===== config.mk =====
export PLATFORM = sky130hd
export DESIGN_NAME = mpu_load_sequencer
export DESIGN_NICKNAME = d
export VERILOG_FILES = /design/src/rtl/mpu_load_sequencer.sv
export SDC_FILE = /design/constraint.sdc
export NUM_CORES = 1
export LEC_CHECK = 0
export ABC_AREA = 1
export BUFFER_PORTS_ARGS = -buffer_cell sky130_fd_sc_hd__buf_4
export CORE_MARGIN = 3
export CORE_UTILIZATION = 49
export DETAILED_ROUTE_END_ITERATION = 7
export GPL_TIMING_DRIVEN = 0
export PLACE_DENSITY = 0.79
export SLEW_MARGIN = 25
export SYNTH_ARGS = -nofsm -noshare
export SYNTH_HDL_FRONTEND = slang
export SYNTH_SLANG_ARGS = --single-unit
export TNS_END_PERCENT = 100

===== constraint.sdc =====
create_clock -name clk -period 2.1 [get_ports clk]
set_input_delay 0.21 -clock clk [delete_from_list [all_inputs] [get_ports clk]]
set_output_delay 0.21 -clock clk [all_outputs]
set_load 0.01 [all_outputs]

===== src/rtl/mpu_load_sequencer.sv =====
// rtl/mpu_load_sequencer.sv - row-major matrix LOAD sequencer feeding the MPU (optional macro: MPU_LOAD_TIMEOUT_EN)
module mpu_load_sequencer #(
  parameter int FP              = 32,
  parameter int M               = 2,
  parameter int N               = 2,
  parameter int MBITS           = $clog2(M),
  parameter int NBITS           = $clog2(N),
  parameter int MATRIX_REG_SIZE = 4,
  parameter int MEM_AW          = 8,
  parameter int TIMEOUT         = 64
) (
  input  logic                       clk,
  input  logic                       rst,
  input  logic                       cmd_valid,
  output logic                       cmd_ready,
  input  logic [MBITS:0]             cmd_m,
  input  logic [NBITS:0]             cmd_n,
  input  logic [MEM_AW-1:0]          cmd_base,
  input  logic [MATRIX_REG_SIZE-1:0] cmd_reg,
  output logic                       mem_rd_en,
  output logic [MEM_AW-1:0]          mem_addr,
  input  logic [FP-1:0]              mem_rd_data,
  output logic                       mpu_en,
  output logic [MBITS:0]             mpu_m_size,
  output logic [NBITS:0]             mpu_n_size,
  output logic [MATRIX_REG_SIZE-1:0] mpu_reg_addr,
  output logic [FP-1:0]              mpu_element,
  output logic                       mpu_elem_valid,
  input  logic                       mpu_ack,
  input  logic                       mpu_error,
  output logic                       done,
  output logic                       error,
  output logic                       busy
);

  typedef enum logic [2:0] {
    S_IDLE, S_READ, S_CAPT, S_PRESENT, S_DONE, S_ERR
  } state_t;

  // Element index / count width: large enough for (2^(MBITS+1)-1)*(2^(NBITS+1)-1)
  localparam int TW = MBITS + NBITS + 2;
  localparam logic [MBITS:0] M_MAX = (MBITS+1)'(M);
  localparam logic [NBITS:0] N_MAX = (NBITS+1)'(N);

  state_t                     state_q;
  logic                       cmd_ready_q, mem_rd_en_q, mpu_en_q, valid_q;
  logic                       done_q, error_q, busy_q;
  logic [MEM_AW-1:0]          mem_addr_q;
  logic [MBITS:0]             m_q;
  logic [NBITS:0]             n_q;
  logic [MATRIX_REG_SIZE-1:0] reg_q;
  logic [FP-1:0]              elem_q;
  logic [TW-1:0]              idx_q, total_q;
  logic                       dims_bad;
  logic                       tmo_hit;

  assign dims_bad = (cmd_m == '0) || (cmd_m > M_MAX) || (cmd_n == '0) || (cmd_n > N_MAX);

`ifdef MPU_LOAD_TIMEOUT_EN
  localparam int TCW = $clog2(TIMEOUT + 1);
  logic [TCW-1:0] tmo_q;

  // Ack-wait counter: zero outside PRESENT so every PRESENT entry starts fresh
  always_ff @(posedge clk) begin
    if (!rst || state_q != S_PRESENT) tmo_q <= '0;
    else                              tmo_q <= tmo_q + TCW'(1);
  end

  assign tmo_hit = (tmo_q == TCW'(TIMEOUT - 1));
`else
  // Without the timeout PRESENT waits forever; this term is constant false
  assign tmo_hit = (TIMEOUT < 0);
`endif

  // Sequencer FSM: all outputs are registered and set on the transition into a state
  always_ff @(posedge clk) begin
    if (!rst) begin
      state_q     <= S_IDLE;
      cmd_ready_q <= 1'b1;
      mem_rd_en_q <= 1'b0;
      mpu_en_q    <= 1'b0;
      valid_q     <= 1'b0;
      done_q      <= 1'b0;
      error_q     <= 1'b0;
      busy_q      <= 1'b0;
      mem_addr_q  <= '0;
      m_q         <= '0;
      n_q         <= '0;
      reg_q       <= '0;
      elem_q      <= '0;
      idx_q       <= '0;
      total_q     <= '0;
    end else begin
      done_q      <= 1'b0;
      error_q     <= 1'b0;
      mem_rd_en_q <= 1'b0;
      case (state_q)
        S_IDLE: begin
          if (cmd_valid) begin
            m_q         <= cmd_m;
            n_q         <= cmd_n;
            reg_q       <= cmd_reg;
            cmd_ready_q <= 1'b0;
            busy_q      <= 1'b1;
            if (dims_bad) begin
              state_q <= S_ERR;
              error_q <= 1'b1;
            end else begin
              state_q     <= S_READ;
              mpu_en_q    <= 1'b1;
              mem_rd_en_q <= 1'b1;
              mem_addr_q  <= cmd_base;
              idx_q       <= '0;
              total_q     <= TW'(cmd_m) * TW'(cmd_n);
            end
          end
        end
        S_READ: begin
          if (mpu_error) begin
            state_q  <= S_ERR;
            error_q  <= 1'b1;
            mpu_en_q <= 1'b0;
          end else begin
            state_q <= S_CAPT;
          end
        end
        S_CAPT: begin
          if (mpu_error) begin
            state_q  <= S_ERR;
            error_q  <= 1'b1;
            mpu_en_q <= 1'b0;
          end else begin
            state_q <= S_PRESENT;
            elem_q  <= mem_rd_data;
            valid_q <= 1'b1;
          end
        end
        S_PRESENT: begin
          // A fault wins over an ack arriving in the same cycle
          if (mpu_error || (!mpu_ack && tmo_hit)) begin
            state_q  <= S_ERR;
            error_q  <= 1'b1;
            mpu_en_q <= 1'b0;
            valid_q  <= 1'b0;
          end else if (mpu_ack) begin
            valid_q <= 1'b0;
            if (idx_q == total_q - TW'(1)) begin
              state_q <= S_DONE;
              done_q  <= 1'b1;
            end else begin
              state_q     <= S_READ;
              idx_q       <= idx_q + TW'(1);
              mem_addr_q  <= mem_addr_q + MEM_AW'(1);
              mem_rd_en_q <= 1'b1;
            end
          end
        end
        S_DONE, S_ERR: begin
          state_q     <= S_IDLE;
          mpu_en_q    <= 1'b0;
          busy_q      <= 1'b0;
          cmd_ready_q <= 1'b1;
        end
        default: state_q <= S_IDLE;
      endcase
    end
  end

  assign cmd_ready      = cmd_ready_q;
  assign mem_rd_en      = mem_rd_en_q;
  assign mem_addr       = mem_addr_q;
  assign mpu_en         = mpu_en_q;
  assign mpu_m_size     = m_q;
  assign mpu_n_size     = n_q;
  assign mpu_reg_addr   = reg_q;
  assign mpu_element    = elem_q;
  assign mpu_elem_valid = valid_q;
  assign done           = done_q;
  assign error          = error_q;
  assign busy           = busy_q;

endmodule


## Word level (Yosys, flattened, before mapping)

Cells that the tools add are included.
Widths: inputs -> output; s select.

| storage, ports and cells | value |
|---|---|
| logic and storage cells | 104 |
| output and inout bits | 55 |
| register bits | 66 |
| input port bits | 53 |

| cells by class | value |
|---|---|
| muxes and demuxes | 43 |
| bitwise logic cells | 5 |
| magnitude comparators | 2 |
| eq/ne operators | 14 |
| add/sub/neg operators | 3 |
| reductions and logical operators | 21 |
| $mul | 1 |

Operator list:

| kind | count |
|---|---|
| $mux 8 | 5 |
| $mux 3 | 7 |
| $mux 4 | 5 |
| $mux 1 | 17 |
| $pmux 8 s2 | 1 |
| $ne 2x2->1 const B | 6 |
| $pmux 3 s4 | 1 |
| $pmux 1 s2 | 5 |
| $add 8x1->8 const B | 1 |
| $pmux 4 s2 | 1 |
| $reduce_and 2->1 | 4 |
| $eq 3x2->1 const B | 2 |
| $eq 3x3->1 const B | 2 |
| $reduce_and 3->1 | 2 |
| $reduce_and 6->1 | 1 |
| $reduce_bool 2->1 | 3 |
| $not 1->1 | 5 |
| $add 4x1->4 const B | 1 |
| $eq 4x4->1 | 1 |
| $gt 2x2->1 const B | 2 |
| $logic_not 2->1 | 2 |
| $mul 2x2->4 | 1 |
| $reduce_and 4->1 | 1 |
| $reduce_or 4->1 | 1 |
| 10 further kinds | 12 |

## Depth between registers and ports, before layout

Gate-level depths: netlist of the first run.

| depth | value |
|---|---|
| depth after elaboration | 7 |
| depth in mapped cells | 14 |
| mapped depth without buffers | 13 |

## Worst setup path before layout of the first run

Ideal clock, no wire load.

| timing | value |
|---|---|
| path kind | register to register |
| from | register total_q[0] |
| to | register idx_q[2] |
| arrival time | 1.431 ns |
| cell stages (with the launch flop) | 10 |
| path slack | 0.537 ns |
| clock period less this slack | 1.563 ns |
| cell sequence | dfxtp_1 > inv_1 > ha_1 > xor2_1 > nand2_1 > nor2_1 > nand3_1 > buf_2 > nand3b_1 > a21oi_1 |

| between the ends | value |
|---|---|
| cells in the longest elaborated chain, start to end | 4 |

Ends and longest elaborated chain:

| what | RTL line | source |
|---|---|---|
| start: declaration | 53 | `logic [TW-1:0] idx_q, total_q;` |
| start signal: assignment | 114 | `total_q <= TW'(cmd_m) * TW'(cmd_n);` |
| $sub 4x1->4 | 147 | `if (idx_q == total_q - TW'(1)) begin` |
| $eq 4x4->1 | 147 |  |
| $ne 2x2->1 (no source line) | -- |  |
| $reduce_and 6->1 (no source line) | -- |  |
| end signal: assignment | 152 | `idx_q <= idx_q + TW'(1);` |
| end: declaration | 53 |  |

No other way between the ends.
A chain may end at the register's enable or synchronous reset.

## Worst setup path in the final report of the first run

Same ends and word-level chain as after synthesis.

==> flow_metrics.tcl, run 1 <==
set metrics [dict create \
    final.period_utilization 0.8715 \
    portBuffers 106 \
    final.fill_count 488 \
    syn_area_per_cell_um2 6.982 \
    arrival_ps 2030 \
    clkSinkCount 66 \
    dpl.cell_count 597 \
    n_antenna_cell 0 \
    pwr-share-comb 0.260 \
    start_util 0.5185 \
    cp-start-kind "flop" \
    synth.top_cell.area_share 0.4517 \
    grt_pass1_vias 2923 \
    rsz0062_at_grt "no" \
    maxSlewHeadroom 0.6709 \
    setup_violations 0 \
    fp-row-count 27 \
    place.gp.congestion 0.9416 \
    worstSetupStartpoint "total_q[0]$_SDFFE_PN0P_" \
    yosys_register_bits 66 \
    drt-total-wl_um 7839 \
    worstHoldStart "mem_rd_data[25]" \
    die_height_um 83.27 \
    drv_slew 0 \
    initialDrtViolationCount 146 \
    skew_ps 8.372 \
    dieArea_um2 6933 \
    clkTransAtPathRegs_ps 70 \
    die_w_um 83.27 \
    p_sw_frac 0.3131 \
    reg2reg_from "total_q[0]$_SDFFE_PN0P_" \
    p_leak_nw 2.042 \
    syn_inst 419 \
    clk_latency_ps 340 \
    powerDensity_nw_per_um2 909.6 \
    synthesis.area_um2 2925 \
    yosysTopAreaCell "dfxtp_1" \
    coreArea_um2 5642 \
    endpoint_kind "flop" \
    htreeDepth 3 \
    utilization 0.7143 \
    power_report.internal_total_mw 2.518 \
    wl_per_cell_um 12.79 \
    ant_nets 0 \
    mostFrequentLayoutCells "nor2_1, buf_4, nand2_1, dfxtp_1, o21ai_0" \
    timing.fmax_mhz 546.4 \
    post_cts_buffers 0 \
    fin_nets 594 \
    syn_nets 477 \
    drv_cap 0 \
    grt_max_degree 12 \
    tritoncts "built" \
    seq_area_frac_synth 0.4517 \
    area_delta_synth_final_pct 37.77 \
    place_hpwl_um 5688 \
    fin_crit_ps 1830 \
    synth.distinct_cells 30 \
    worst-slew-pin-transition_ps 493.7 \
    pwr-share-clk 0.323 \
    hold_violations 0 \
    ios 108 \
    dr.pass1.iters 4 \
    tns_ps 0 \
    cp_data_required_time_ps 2300 \
    finalNonFillerCells 613 \
    irDropWorstVdd_mv 0.5046 \
    p_sw_mw 1.148 \
    path_class "flop to flop" \
    grtUsageTotal 0.2280 \
    ys_top_cells_by_area "dfxtp_1, nor2_1, nand2_1, o21ai_0, inv_1" \
    drive_gt1_frac 0.2588 \
    yosys_warnings 0 \
    path_max_fanout 10 \
    cts_hold_buffers 0 \
    via_count 3018 \
    seq_power_share 0.417 \
    vias_per_cell 4.923 \
    clock_path_buffers 2 \
    grt_pass1_wl_um 13140 \
    overflow 0 \
    drc 0 \
    hp-class "input pin to flop" \
    cts_resized 0 \
    grt_antenna_before_repair 0 \
    cts_made_buffers 9 \
    cts-root-buf "clkbuf_8" \
    status "finished, final reports clean" \
]
## logic make-up after synthesis
family          synth area share
compound gates            0.1198
xor+xnor                 0.01796
fa+ha+maj                0.02139
buf+inv                  0.07100
flops                     0.4517
simple gates              0.3182
## final cells by class
class	instances	area (um^2)	share of cell area
Multi-Input combinational cell	301	1396	0.3465
Clock inverter	5	77.57	0.01925
Inverter	34	127.6	0.03167
Buffer	18	80.08	0.01987
Tap cell	72	90.09	0.02235
Sequential cell	66	1321	0.3278
Timing Repair Buffer	106	795.8	0.1975
Clock buffer	11	141.4	0.03508
## power by group through the flow
| stage | Clock [mW] | Sequential (mW) | Combinational [mW] |
|---|---|---|---|
| CTS | 1.21 | 1.53 | 0.959 |
| floorplan | 0 | 1.59 | 0.512 |
| finish | 1.18 | 1.53 | 0.953 |
| global route | 1.27 | 1.55 | 1.07 |
| global placement | 0 | 1.55 | 0.931 |
| detailed placement | 0 | 1.55 | 0.953 |
## worst paths after layout
check	end	slack, ps	depth (start not counted)
worst min-delay path	mpu_element[25]$_SDFFE_PN0P_	90	3
worst max-delay path	idx_q[2]$_SDFFE_PN0P_	270	9
worst max register to register	idx_q[2]$_SDFFE_PN0P_	270	9
worst min register to register	cmd_ready$_SDFFE_PN1P_	460	2
## cell usage after synthesis, drive strengths merged
library cell and instances:
nor2 110, nand2 83, dfxtp 66, o21ai 48
inv 34, nand3 21, a21oi 15, clkbuf 11
buf 7, ha 5, xor2 4, nand3b 3
nand4 3, xnor2 2, a31oi 1, nor3 1
nor3b 1, o2111ai 1, o21bai 1, o22ai 1
or2 1
## metal layers
layer	part of all wire	routed length, um	vias to the layer above	global-route usage
li1	-	-	1560	-
met5	0	0	-	0
met4	0.011	86	0	0.06686
met2	0.47	3664	93	0.3783
met3	0.089	694	7	0.1091
met1	0.43	3394	1358	0.2601
## worst max-delay path: stages, from the launching register on
cell and delay [ps]:
dfxtp_1 380, inv_1 90, ha_1 300, xor2_1 140, nand2_1 70, nor2_1 150, nand3_1 160, buf_2 230
nand3b_1 110, a21oi_1 60
## per-stage QoR
step	power (mW)	cell area, um^2	setup WS [ps]	hold WS [ps]
detailed placement	2.505	3811	303.1	440.7
CTS	3.691	4030	284.2	83.40
floorplan	2.102	2925	537.0	344.9
finish	3.666	4030	269.9	93.15
global placement	2.480	3811	335.1	430.7
global route	3.888	4030	82.22	76.02
## flip-flops by register name, summed over array words and instances (netlist names), 2 cells and up
| name | cells |
|---|---|
| mpu_element | 32 |
| state_q | 3 |
| mpu_reg_addr | 4 |
| idx_q | 4 |
| mpu_n_size | 2 |
| total_q | 4 |
| mem_addr | 8 |
| mpu_m_size | 2 |
Power figures use the tool's default switching activity.
==> inputs of run 2 (changes only) <==
- ABC_AREA: 1 -> unset
- PLACE_DENSITY: 0.79 -> 0.8
==> flow_metrics.tcl, run 2 <==
set metrics [dict create \
    drv_cap 0 \
    fin_nets 526 \
    synthAdderAreaFrac 0.02196 \
    arrival_ps 2210 \
    yosys_warnings 0 \
    grt_pass1_vias 2655 \
    maxSlewHeadroom 0.6058 \
    drive_gt1_frac 0.3002 \
    p_leak_nw 1.656 \
    timing.hold.ws_ps 114.6 \
    portBuffers 105 \
    initialDrtViolationCount 95 \
    cp_data_required_time_ps 2310 \
    clock_path_buffers 2 \
    cp_cell_sequence "buf_6 > or4b_4 > o32ai_4 > o31ai_4 > buf_4 > a211oi_2 > o31ai_1" \
    wl_met3_um 549 \
    postPlaceCellArea_um2 3727 \
    via_count 2838 \
    vias_per_cell 5.207 \
    stdcell_area_um2 3998 \
    coreArea_um2 5574 \
    powerDensity_nw_per_um2 740.9 \
    async_flop_share 0 \
    cts_made_buffers 9 \
    grt_pass1_wl_um 11790 \
    wl_per_cell_um 13.56 \
    skew_ps 18.30 \
    fin_crit_ps 1999 \
    place.gp.congestion 0.8353 \
    setup_violations 0 \
    synth.top_cell.area_share 0.4638 \
    dpl_worst_slack_ps -50.86 \
    max_stage_delay_ps 530 \
    reg2reg_from "state_q[1]$_SDFFE_PN0P_" \
    syn_area_per_cell_um2 8.140 \
    clkTransAtPathRegs_ps 80 \
    synth_ff_type "dfxtp_1" \
    path_max_fanout 10 \
    drv_slew 0 \
    muxShareOfSynthArea 0.01054 \
    synthXorXnorAreaFrac 0.03865 \
    cp-start-kind "flop" \
    finalWorstSetupSlack_ps 101.2 \
    yosys_register_bits 66 \
    tritoncts "built" \
    syn_nets 408 \
    synthesis.area_um2 2849 \
    synth_compound_area_frac 0.1845 \
    clk_latency_ps 340 \
    place_hpwl_um 5465 \
    mostFrequentLayoutCells "buf_4, nand2_1, dfxtp_1, a21oi_1, nor2_1" \
    worstHoldStart "mem_rd_data[20]" \
    cts-root-buf "clkbuf_8" \
    dieArea_um2 6765 \
    worst-slew-pin-transition_ps 589.1 \
    irDropWorstVdd_mv 0.5438 \
    routed.top_layer "met4" \
    overflow 0 \
    worstSetupStartpoint "state_q[1]$_SDFFE_PN0P_" \
    seq_area_frac_synth 0.4638 \
    yosysTopAreaCell "dfxtp_1" \
    final.fill_count 469 \
    ant_nets 0 \
    drt-total-wl_um 7388 \
    synth-edff-count 0 \
    drc 0 \
    netlist_top_cells_count "nand2_1, dfxtp_1, a21oi_1" \
    hp-class "input pin to flop" \
    syn_inst 350 \
    synth.distinct_cells 50 \
    area_delta_synth_final_pct 40.32 \
    endpoint_kind "flop" \
    htreeDepth 3 \
    dr.pass1.iters 5 \
    start_util 0.5111 \
    largest_reg_flops 32 \
    grtUsageTotal 0.2236 \
    grt_max_degree 13 \
    wl_met1_um 3050 \
    die_height_um 82.25 \
    clkSinkCount 66 \
    cpMaxStageDelayCell "or4b_4" \
    final.period_utilization 0.9518 \
    die_w_um 82.25 \
    yosysMostFrequentCell "nand2_1" \
    grt_antenna_before_repair 0 \
    synthSimpleGateAreaFrac 0.2380 \
    n_antenna_cell 0 \
    wl_met2_um 3713 \
    status "finished, final reports clean" \
    cts_hold_buffers 0 \
    path_class "flop to flop" \
    fp-row-count 27 \
    layout_commonest_cell "buf_4" \
    ios 108 \
    synth_top_family_by_area "simple AND/OR/NAND/NOR gates" \
    timing.fmax_mhz 500.3 \
    ys_top_cells_by_area "dfxtp_1, nand2_1, a21oi_1, clkbuf_1, nor2_1" \
    hold_violations 0 \
]
-- run 2: final cells by class --
cell class	count	area (um^2)	share of cell area
Clock buffer	10	127.6	0.03192
Inverter	6	22.52	0.005634
Multi-Input combinational cell	256	1436	0.3593
Tap cell	72	90.09	0.02254
Buffer	21	101.3	0.02535
Timing Repair Buffer	108	808.3	0.2022
Clock inverter	6	88.84	0.02222
Sequential cell	66	1323	0.3308
-- run 2: kinds of logic (layout without fill, tap and decap cells) --
| logic type | count (synthesis) | count (layout) |
|---|---|---|
| and+or+nand+nor | 152 | 152 |
| AOI/OAI and AO/OA | 85 | 85 |
| xor gates and xnor gates | 11 | 11 |
| adders and majority gates | 5 | 5 |
| muxes | 3 | 3 |
| DFF | 66 | 66 |
| buffers and inverters | 28 | 151 |
-- run 2: metrics by stage --
stage,utilization,cells,TNS [ps],power [mW]
global placement,0.6687,527,-55.98,1.803
global route,0.7172,545,-46.29,3.086
finish,0.7172,545,0,2.962
floorplan,-,350,0,1.604
CTS,0.7138,545,0,2.970
detailed placement,0.6687,527,-105.5,1.811
-- run 2: path summary, 6_finish.rpt --
path                                  end  slack, ps  depth (start not counted)
max reg2reg      mem_addr[2]$_SDFFE_PN0P_        100                          7
max              mem_addr[2]$_SDFFE_PN0P_        100                          7
min          mpu_element[20]$_SDFFE_PN0P_        110                          3
min reg2reg  mpu_element[11]$_SDFFE_PN0P_        460                          2
-- run 2: power by group --
group	total (mW)	leakage, nW	internal, mW	switching [mW]
Clock	1.16	0.103	0.671	0.494
Sequential	1.35	0.535	1.31	0.0474
Combinational	0.443	1.02	0.219	0.223
Total	2.96	1.66	2.20	0.764
-- run 2: what timing repair did --
action	4_1_cts	5_1_grt
cloned	1	0
buffers inserted	2	0
endpoints found under the setup margin	4	37
gates resized for setup	6	15
hold endpoints to repair	0	0
pin swaps	2	1
-- run 2: routing by layer --
layer  up-vias  GRT usage
met2        95     0.3798
met4         0    0.07475
met5         -          0
li1       1435          -
met3         9    0.06399
met1      1299     0.2704
-- run 2: worst max-delay path, delay by kind of cell (launching register included) --
family          cells  cell delay (ps)
buf+inv             2              310
simple gates        1              530
compound gates      4              730
flops               1              320
